$ cat config.mk
export PLATFORM = sky130hd
export DESIGN_NAME = video_timing_out
export DESIGN_NICKNAME = d
export VERILOG_FILES = /design/src/rtl/video_timing_pkg.sv /design/src/rtl/video_delay_line.sv /design/src/rtl/video_timing_out.sv
export SDC_FILE = /design/constraint.sdc
export NUM_CORES = 1
export LEC_CHECK = 0
export ABC_AREA = 1
export BUFFER_PORTS_ARGS = -buffer_cell sky130_fd_sc_hd__clkbuf_2
export CORE_MARGIN = 2
export CORE_UTILIZATION = 40
export CTS_CLUSTER_DIAMETER = 200
export DETAILED_ROUTE_END_ITERATION = 6
export GPL_TIMING_DRIVEN = 0
export PLACE_DENSITY = 0.71
export SYNTH_ARGS = -nofsm -noshare
export SYNTH_HDL_FRONTEND = slang
export SYNTH_SLANG_ARGS = --single-unit
$ cat constraint.sdc
create_clock -name i_clk -period 1.6 [get_ports i_clk]
set_input_delay 0.16 -clock i_clk [delete_from_list [all_inputs] [get_ports i_clk]]
set_output_delay 0.16 -clock i_clk [all_outputs]
set_load 0.005 [all_outputs]
$ cat src/rtl/video_timing_pkg.sv
// Shared constants for the raster timing generator: 640x480@60 defaults,
// coordinate/colour widths and the colour-bar table used by VIDEO_TEST_PATTERN_EN.
package video_timing_pkg;

  localparam int H_ACTIVE_DEF = 640;
  localparam int H_FP_DEF     = 16;
  localparam int H_SYNC_DEF   = 96;
  localparam int H_BP_DEF     = 48;
  localparam int V_ACTIVE_DEF = 480;
  localparam int V_FP_DEF     = 10;
  localparam int V_SYNC_DEF   = 2;
  localparam int V_BP_DEF     = 33;
  localparam bit H_POL_DEF    = 1'b0;
  localparam bit V_POL_DEF    = 1'b0;

  localparam int H_TOTAL_DEF = H_ACTIVE_DEF + H_FP_DEF + H_SYNC_DEF + H_BP_DEF;
  localparam int V_TOTAL_DEF = V_ACTIVE_DEF + V_FP_DEF + V_SYNC_DEF + V_BP_DEF;

  localparam int COORD_W = 16;
  localparam int COLOR_W = 8;
  localparam int RGB_W   = 3 * COLOR_W;

  // Bars left to right: white, yellow, cyan, green, magenta, red, blue, black.
  localparam logic [RGB_W-1:0] BAR_TABLE [8] = '{
    24'hFFFFFF, 24'hFFFF00, 24'h00FFFF, 24'h00FF00,
    24'hFF00FF, 24'hFF0000, 24'h0000FF, 24'h000000
  };

  function automatic logic [RGB_W-1:0] bar_color(input logic [COORD_W-1:0] idx);
    logic [RGB_W-1:0] c;
    c = '0;
    if (idx < 16'd8) begin
      c = BAR_TABLE[idx[2:0]];
    end
    return c;
  endfunction

endpackage

$ cat src/rtl/video_delay_line.sv
// Fixed-depth shift register with synchronous reset to a programmable value;
// used to align timing decodes and compositor colour with the output register.
module video_delay_line #(
  parameter int               WIDTH   = 1,
  parameter int               DEPTH   = 1,
  parameter logic [WIDTH-1:0] RST_VAL = '0
) (
  input  logic             i_clk,
  input  logic             i_rst,
  input  logic [WIDTH-1:0] i_d,
  output logic [WIDTH-1:0] o_q
);

  logic [WIDTH-1:0] stage_q [DEPTH];
  logic [WIDTH-1:0] stage_d [DEPTH];

  always_comb begin
    stage_d[0] = i_d;
    for (int i = 1; i < DEPTH; i++) begin
      stage_d[i] = stage_q[i-1];
    end
  end

  always_ff @(posedge i_clk) begin
    if (i_rst) begin
      for (int i = 0; i < DEPTH; i++) begin
        stage_q[i] <= RST_VAL;
      end
    end else begin
      stage_q <= stage_d;
    end
  end

  assign o_q = stage_q[DEPTH-1];

endmodule

$ cat src/rtl/video_timing_out.sv
// Raster counters, sync/DE decode and registered RGB output stage.
// Optional colour-bar generator enabled by defining VIDEO_TEST_PATTERN_EN.
module video_timing_out
  import video_timing_pkg::*;
#(
  parameter int H_ACTIVE = H_ACTIVE_DEF,
  parameter int H_FP     = H_FP_DEF,
  parameter int H_SYNC   = H_SYNC_DEF,
  parameter int H_BP     = H_BP_DEF,
  parameter int V_ACTIVE = V_ACTIVE_DEF,
  parameter int V_FP     = V_FP_DEF,
  parameter int V_SYNC   = V_SYNC_DEF,
  parameter int V_BP     = V_BP_DEF,
  parameter bit H_POL    = H_POL_DEF,
  parameter bit V_POL    = V_POL_DEF,
  parameter int PIPE_LAT = 1
) (
  input  logic               i_clk,
  input  logic               i_rst,
`ifdef VIDEO_TEST_PATTERN_EN
  input  logic               i_test_pattern,
`endif
  output logic [COORD_W-1:0] o_x,
  output logic [COORD_W-1:0] o_y,
  output logic               o_v_sync,
  input  logic [COLOR_W-1:0] i_red,
  input  logic [COLOR_W-1:0] i_green,
  input  logic [COLOR_W-1:0] i_blue,
  output logic [COLOR_W-1:0] o_vid_red,
  output logic [COLOR_W-1:0] o_vid_green,
  output logic [COLOR_W-1:0] o_vid_blue,
  output logic               o_vid_de,
  output logic               o_vid_h_sync,
  output logic               o_vid_v_sync,
  output logic               o_frame_start
);

  localparam int H_TOTAL = H_ACTIVE + H_FP + H_SYNC + H_BP;
  localparam int V_TOTAL = V_ACTIVE + V_FP + V_SYNC + V_BP;

  if (H_TOTAL > 65535 || V_TOTAL > 65535) begin : g_bad_totals
    $error("video_timing_out: H_TOTAL/V_TOTAL exceed the 16-bit counter range");
  end
  if (PIPE_LAT < 1 || PIPE_LAT > 4) begin : g_bad_lat
    $error("video_timing_out: PIPE_LAT must be in 1..4");
  end

  localparam logic [COORD_W-1:0] X_MAX    = COORD_W'(H_TOTAL - 1);
  localparam logic [COORD_W-1:0] Y_MAX    = COORD_W'(V_TOTAL - 1);
  localparam logic [COORD_W-1:0] X_ACT    = COORD_W'(H_ACTIVE);
  localparam logic [COORD_W-1:0] Y_ACT    = COORD_W'(V_ACTIVE);
  localparam logic [COORD_W-1:0] HS_START = COORD_W'(H_ACTIVE + H_FP);
  localparam logic [COORD_W-1:0] HS_END   = COORD_W'(H_ACTIVE + H_FP + H_SYNC);
  localparam logic [COORD_W-1:0] VS_START = COORD_W'(V_ACTIVE + V_FP);
  localparam logic [COORD_W-1:0] VS_END   = COORD_W'(V_ACTIVE + V_FP + V_SYNC);
  localparam logic [2:0]         TIM_RST  = {~V_POL, ~H_POL, 1'b0};

  logic [COORD_W-1:0] x_q, x_d, y_q, y_d;
  logic               de_s, hs_s, vs_s;
  logic [2:0]         tim_s, tim_dly;
  logic [RGB_W-1:0]   rgb_in_s, rgb_dly;
  logic [RGB_W-1:0]   rgb_q, rgb_d;
  logic               de_q, de_d, hs_q, hs_d, vs_q, vs_d;

  always_comb begin
    x_d = x_q + COORD_W'(1);
    y_d = y_q;
    if (x_q == X_MAX) begin
      x_d = '0;
      if (y_q == Y_MAX) begin
        y_d = '0;
      end else begin
        y_d = y_q + COORD_W'(1);
      end
    end
  end

  always_ff @(posedge i_clk) begin
    if (i_rst) begin
      x_q <= '0;
      y_q <= '0;
    end else begin
      x_q <= x_d;
      y_q <= y_d;
    end
  end

  always_comb begin
    de_s = (x_q < X_ACT) && (y_q < Y_ACT);
    hs_s = ((x_q >= HS_START) && (x_q < HS_END)) ? H_POL : ~H_POL;
    vs_s = ((y_q >= VS_START) && (y_q < VS_END)) ? V_POL : ~V_POL;
  end

  assign tim_s    = {vs_s, hs_s, de_s};
  assign rgb_in_s = {i_red, i_green, i_blue};

`ifdef VIDEO_TEST_PATTERN_EN
  localparam logic [COORD_W-1:0] BAR_W = COORD_W'(H_ACTIVE / 8);
  logic [COORD_W-1:0] x_dly;
  logic [COORD_W-1:0] bar_idx_s;
  assign bar_idx_s = x_dly / BAR_W;
`endif

  // PIPE_LAT-1 alignment stages; the output register supplies the last clock.
  if (PIPE_LAT > 1) begin : g_dly
    video_delay_line #(.WIDTH(3), .DEPTH(PIPE_LAT - 1), .RST_VAL(TIM_RST)) u_tim_dly (
      .i_clk(i_clk), .i_rst(i_rst), .i_d(tim_s), .o_q(tim_dly)
    );
    video_delay_line #(.WIDTH(RGB_W), .DEPTH(PIPE_LAT - 1), .RST_VAL({RGB_W{1'b0}})) u_rgb_dly (
      .i_clk(i_clk), .i_rst(i_rst), .i_d(rgb_in_s), .o_q(rgb_dly)
    );
`ifdef VIDEO_TEST_PATTERN_EN
    video_delay_line #(.WIDTH(COORD_W), .DEPTH(PIPE_LAT - 1), .RST_VAL({COORD_W{1'b0}})) u_x_dly (
      .i_clk(i_clk), .i_rst(i_rst), .i_d(x_q), .o_q(x_dly)
    );
`endif
  end else begin : g_nodly
    assign tim_dly = tim_s;
    assign rgb_dly = rgb_in_s;
`ifdef VIDEO_TEST_PATTERN_EN
    assign x_dly   = x_q;
`endif
  end

  always_comb begin
    de_d  = tim_dly[0];
    hs_d  = tim_dly[1];
    vs_d  = tim_dly[2];
    rgb_d = '0;
    if (tim_dly[0]) begin
`ifdef VIDEO_TEST_PATTERN_EN
      if (i_test_pattern) begin
        rgb_d = bar_color(bar_idx_s);
      end else begin
        rgb_d = rgb_dly;
      end
`else
      rgb_d = rgb_dly;
`endif
    end
  end

  always_ff @(posedge i_clk) begin
    if (i_rst) begin
      rgb_q <= '0;
      de_q  <= 1'b0;
      hs_q  <= ~H_POL;
      vs_q  <= ~V_POL;
    end else begin
      rgb_q <= rgb_d;
      de_q  <= de_d;
      hs_q  <= hs_d;
      vs_q  <= vs_d;
    end
  end

  assign o_x           = x_q;
  assign o_y           = y_q;
  assign o_v_sync      = vs_s;
  assign o_frame_start = (x_q == '0) && (y_q == '0);
  assign o_vid_red     = rgb_q[23:16];
  assign o_vid_green   = rgb_q[15:8];
  assign o_vid_blue    = rgb_q[7:0];
  assign o_vid_de      = de_q;
  assign o_vid_h_sync  = hs_q;
  assign o_vid_v_sync  = vs_q;

endmodule

# Yosys cells after proc, flatten, opt, wreduce, memory -nomap -nowiden
# Cells that the tools add are included.
[classes]
addsub = 2
multipliers = 0
div_mod_pow = 0
magnitude_cmp = 6
n_eq_ne = 2
shifts = 0
mux = 3
bitwise = 1
n_reduce_logical = 8
[ops]
columns = ["cell", "count"]
rows = [
  ["adder 16 x 1 -> 16 bit, second input constant", 2],
  ["== test 16 x 10 -> 1 bit, second input constant", 2],
  ["zero test 16 bit", 2],
  ["less-than comparator 16 x 10 -> 1 bit, second input constant", 2],
  ["less-than comparator 16 x 9 -> 1 bit, second input constant", 2],
  ["greater-or-equal comparator 16 x 10 -> 1 bit, second input constant", 1],
  ["greater-or-equal comparator 16 x 9 -> 1 bit, second input constant", 1],
  ["2-to-1 mux 16 bit", 1],
  ["logical AND 1 bit", 4],
  ["OR reduction 2 bit", 2],
  ["2-to-1 mux 1 bit", 2],
  ["inverter 1 bit", 1],
]
[totals]
ff_bits = 59
latch_bits = 0
ramBits = 0
rom_bits = 0
inputBits = 26
out_inout_bits = 61
word_cells = 28
n_memories = 0

# Depth between registers and ports, before layout
[logic_depth]
ltp_word = 4
ltp_mapped = 10
mapped_depth_nobuf = 10

# Worst setup path before layout
# No wires, ideal clock.
[synth_timing]
kind = "reg2reg"
start = "reg x_q[0], in the netlist o_x[0]"
end = "reg y_q[9], in the netlist o_y[9]"
setup_time_ns = 0.118
t_arrival_ns = 1.322
required_ns = 1.482
slack_ns = 0.160
path_stages_with_launch = 9
n_path_buf = 0
synth_period_minus_slack_ns = 1.440
path_cell_list = "dfxtp_1 -> ha_1 -> nand3_2 -> nor2_2 -> nand2_4 -> nand2_4 -> nand2_4 -> nand2_1 -> nor2_1"
[synth_between]
elab_chain_len = 1
[synth_lines]
columns = ["element", "line_no", "source"]
rows = [
  ["from (decl)", "video_timing_out.sv:58", "logic [COORD_W-1:0] x_q, x_d, y_q, y_d;"],
  ["from (signal assigned)", "video_timing_out.sv:80", "x_q <= '0;"],
  ["from (signal assigned)", "video_timing_out.sv:83", "x_q <= x_d;"],
  ["== test 16 x 10 -> 1 bit", "video_timing_out.sv:68", "if (x_q == X_MAX) begin"],
  ["to (signal assigned)", "video_timing_out.sv:84", "y_q <= y_d;"],
  ["to (decl)", "video_timing_out.sv:58", ""],
]
# No other way between the ends.
# A chain may end at the register's enable or synchronous reset.

# Worst setup path after layout
[layout_timing]
start = "reg y_q[14], in the netlist o_y[14]"
end = "out o_frame_start"
[layout_between]
elab_chain_len = 2
[layout_lines]
columns = ["element", "line_no", "source"]
rows = [
  ["zero test 16 bit", "video_timing_out.sv:160", "assign o_frame_start = (x_q == '0) && (y_q == '0);"],
  ["logical AND 1 bit", "video_timing_out.sv:160", ""],
  ["to (decl)", "video_timing_out.sv:35", "output logic o_frame_start"],
]
# No other way between the ends.

==> flow_metrics.tcl <==
set metrics [dict create \
    grt_antenna_before_repair 0 \
    synthMostInstantiatedCell "nand2_1" \
    post_synth_mux_area_share_pct 0 \
    achievable-frequency_mhz 631 \
    post_layout_power_uw 3430 \
    remaining_max_slew_budget_at_the_tightest_pin_pct 76.6 \
    root_buffer "clkbuf_8" \
    area_leader_netlist "dfxtp_1" \
    power.share.combinational_pct 5.8 \
    share_clk_of_total_power_pct 50.0 \
    power.switching_fraction_pct 22.0 \
    wire_length_of_the_first_global_routing_pass_mm 10.9 \
    ys_top_cells_by_count "82 x nand2_1, 73 x inv_1, 66 x nor2_1" \
    ctsLongestPathBuffers 2 \
    area_share_of_xor_xnor_cells_in_the_synthesized_design_pct 1.22 \
    synthTopCellsByArea "dfxtp_1 41%, nand2_1 11%, inv_1 9.6%" \
    post-dp-hpwl_mm 5.18 \
    cellPowerDensity_nw_per_um2 881 \
    synth.net_count 437 \
    first_global_vias 2444 \
    power_frac_seq_pct 44.2 \
    crit_start_category "register" \
    viasPerCell 4.59 \
    layout_area_overhead_pct 35.9 \
    dp.cells 589 \
    fp.dieArea_sq_um 7860 \
    finalCritPeriodShare_pct 99.1 \
    worst_skew_pair.late_latency_ps 350 \
    detail_route.iter0.violations 110 \
    yosysUniqueCellTypes 26 \
    fp.dieH_um 88.7 \
    synth-edff-count 0 \
    timing.final.setup_violations 0 \
    route.vias.total 2824 \
    min_path_type "input pin to register" \
    yosys_warnings 0 \
    antenna_left 0 \
    critPathKind "register to output pin" \
    post-synth-top-area-fraction_pct 41.2 \
    placement.cell_area_sq_um 3420 \
    p_leak_uw 0.00187 \
    async_flop_share_pct 0 \
    crit_arrival_ps 1430 \
    drv_cap 0 \
    intPower_uw 2680 \
    cts_made_buffers 9 \
    multiInputGateArea_sq_um 1440 \
    p_sw_uw 756 \
    numPortBuffers 86 \
    yosys.area_share.adder_pct 1.75 \
    synth_top_family_by_area "simple AND/OR/NAND/NOR gates" \
    reg_clk_slew_reported_paths_ps 70 \
    worstPathMaxFanout 5 \
    io_pins 87 \
    finalWirelength_mm 7.12 \
    antennaDiodeCount 0 \
    whs_ps 6.60 \
    timing_max_transition_violations_final 0 \
    avgRoutedWirePerCell_um 11.6 \
    core_sq_um 6870 \
    run_status "finished, final reports clean" \
    synth_simple_gate_area_share_pct 40.3 \
    vdd.ir_drop.worst_uv 471 \
    tritoncts "done" \
    final_period_minus_worst_setup_slack_ps 1590 \
    synth.cell_area_sq_um 2870 \
    syn_avg_cell_area_sq_um 7.04 \
    maximum_number_of_pins_on_one_net_before_global_route_repair 12 \
    track_usage_pct 18.0 \
    layout.cell_area.non_filler_sq_um 3900 \
    worst-endpoint-required_ps 1440 \
    fin_cells 615 \
    syn_inst 407 \
    gp_congestion 0.918 \
    final.fill_count 654 \
    hold_viol_final 0 \
    htree_num_levels 3 \
    worst_clock_skew_ps 8.91 \
    die-width_um 88.7 \
    globalRouteOverflowTotal 0 \
    synth_seq_cells 59 \
    dominantRegCellSynth "dfxtp_1" \
    drt_first_pass_iters 4 \
    seq_area_frac_synth_pct 41.2 \
    synth-compound-area-share_pct 3.36 \
    drc_errors 0 \
    post_route_cells_drive_above_1_share_pct 40.8 \
    cts_sinks 59 \
    worst_pin_slew_ps 349 \
    layout.nets 544 \
    placementRows 30 \
    start_util_pct 41.7 \
    setup_repair_after_global_routing_missed_its_margin "true" \
    timing.critical_path.to_type "output pin" \
    area_taken_by_flip_flops_and_latches_sq_um 1220 \
]
## what timing repair did
item / in CTS / in global routing
setup buffers: 0 / 8
endpoints found under the setup margin: 25 / 33
endpoints found under the hold margin: 2 / 0
cloned: 0 / 0
hold buffers: 2 / 0
pin swaps: 2 / 8
resized for setup: 9 / 51
## registers in the layout, indices dropped and copies added, names as in the netlist
name	count
o_y	16
o_vid_de	1
o_x	16
o_vid_h_sync	1
rgb_q	24
o_vid_v_sync	1
## power by group through the flow
| stage | Combinational [uW] | Clock [uW] | Sequential, uW |
|---|---|---|---|
| floorplan | 97.7 | 0 | 1560 |
| global placement | 192 | 0 | 1560 |
| detailed placement | 195 | 0 | 1560 |
| CTS | 201 | 1750 | 1530 |
| global route | 220 | 1820 | 1520 |
| finish | 197 | 1720 | 1520 |
## kinds of logic (layout without fill, tap and decap cells)
kind of cell	after synthesis	after routing
AO/OA/AOI/OAI	18	18
XOR/XNOR	4	4
adder cells (fa/ha/maj)	4	4
buffers and inverters	82	194
flip-flops	59	59
AND/OR/NAND/NOR	240	240
## worst max-delay path, stage by stage, from the launching register on
cell	delay (ps)
dfxtp_4	370
nor2_4	80
nand3_2	120
nor2_4	150
nand4_1	80
nor2_1	150
buf_2	130
## routing by layer
layer / global-route usage, % / wire length (um) / vias up
met5: 0 / 0 / -
met4: 7.85 / 105 / 0
met1: 21.9 / 3120 / 1279
met2: 30.1 / 3520 / 80
li1: - / - / 1455
met3: 4.57 / 369 / 10
## metrics by stage
step / setup TNS [ps] / setup WS, ps / util [%]
after floorplan: 0 / 160 / -
after global placement: -127 / -22.1 / 49.7
after detailed placement: -218 / -34.2 / 49.7
after CTS: -394 / -51.4 / 54.1
after global routing: -106 / -62.2 / 56.7
final: 0 / 14.6 / 56.7
## cells in the final DEF (no fill, tap or decap), types with 13 or more instances in the layout
| cell | count |
|---|---|
| clkbuf_2 | 85 |
| nand2_1 | 79 |
| inv_1 | 69 |
| nor2_1 | 59 |
| dfxtp_1 | 36 |
| nor2_2 | 30 |
| nand3_1 | 19 |
| dfxtp_2 | 18 |
| nand4_1 | 14 |
| nor2_4 | 13 |
## layout make-up
type	instances	share of cell area, %
Multi-Input combinational cell	266	37.1
Clock buffer	10	3.53
Buffer	3	1.32
Timing Repair Buffer	96	13.1
Tap cell	96	3.08
Clock inverter	6	2.86
Sequential cell	59	31.4
Inverter	79	7.68
## path summary, 6_finish.rpt
| path | start | endpoint | slack [ps] | cells after the start |
|---|---|---|---|---|
| hold reg to reg | o_x[0]$_SDFF_PP0_ | o_x[0]$_SDFF_PP0_ | 460 | 1 |
| setup / recovery | o_y[14]$_SDFFE_PP0P_ | o_frame_start | 10 | 6 |
| hold / removal | i_blue[3] | rgb_q[3]$_SDFF_PP0_ | 7 | 3 |
| setup reg to reg | o_y[0]$_SDFFE_PP0P_ | o_y[10]$_SDFFE_PP0P_ | 90 | 10 |
Power figures use the tool's default switching activity.
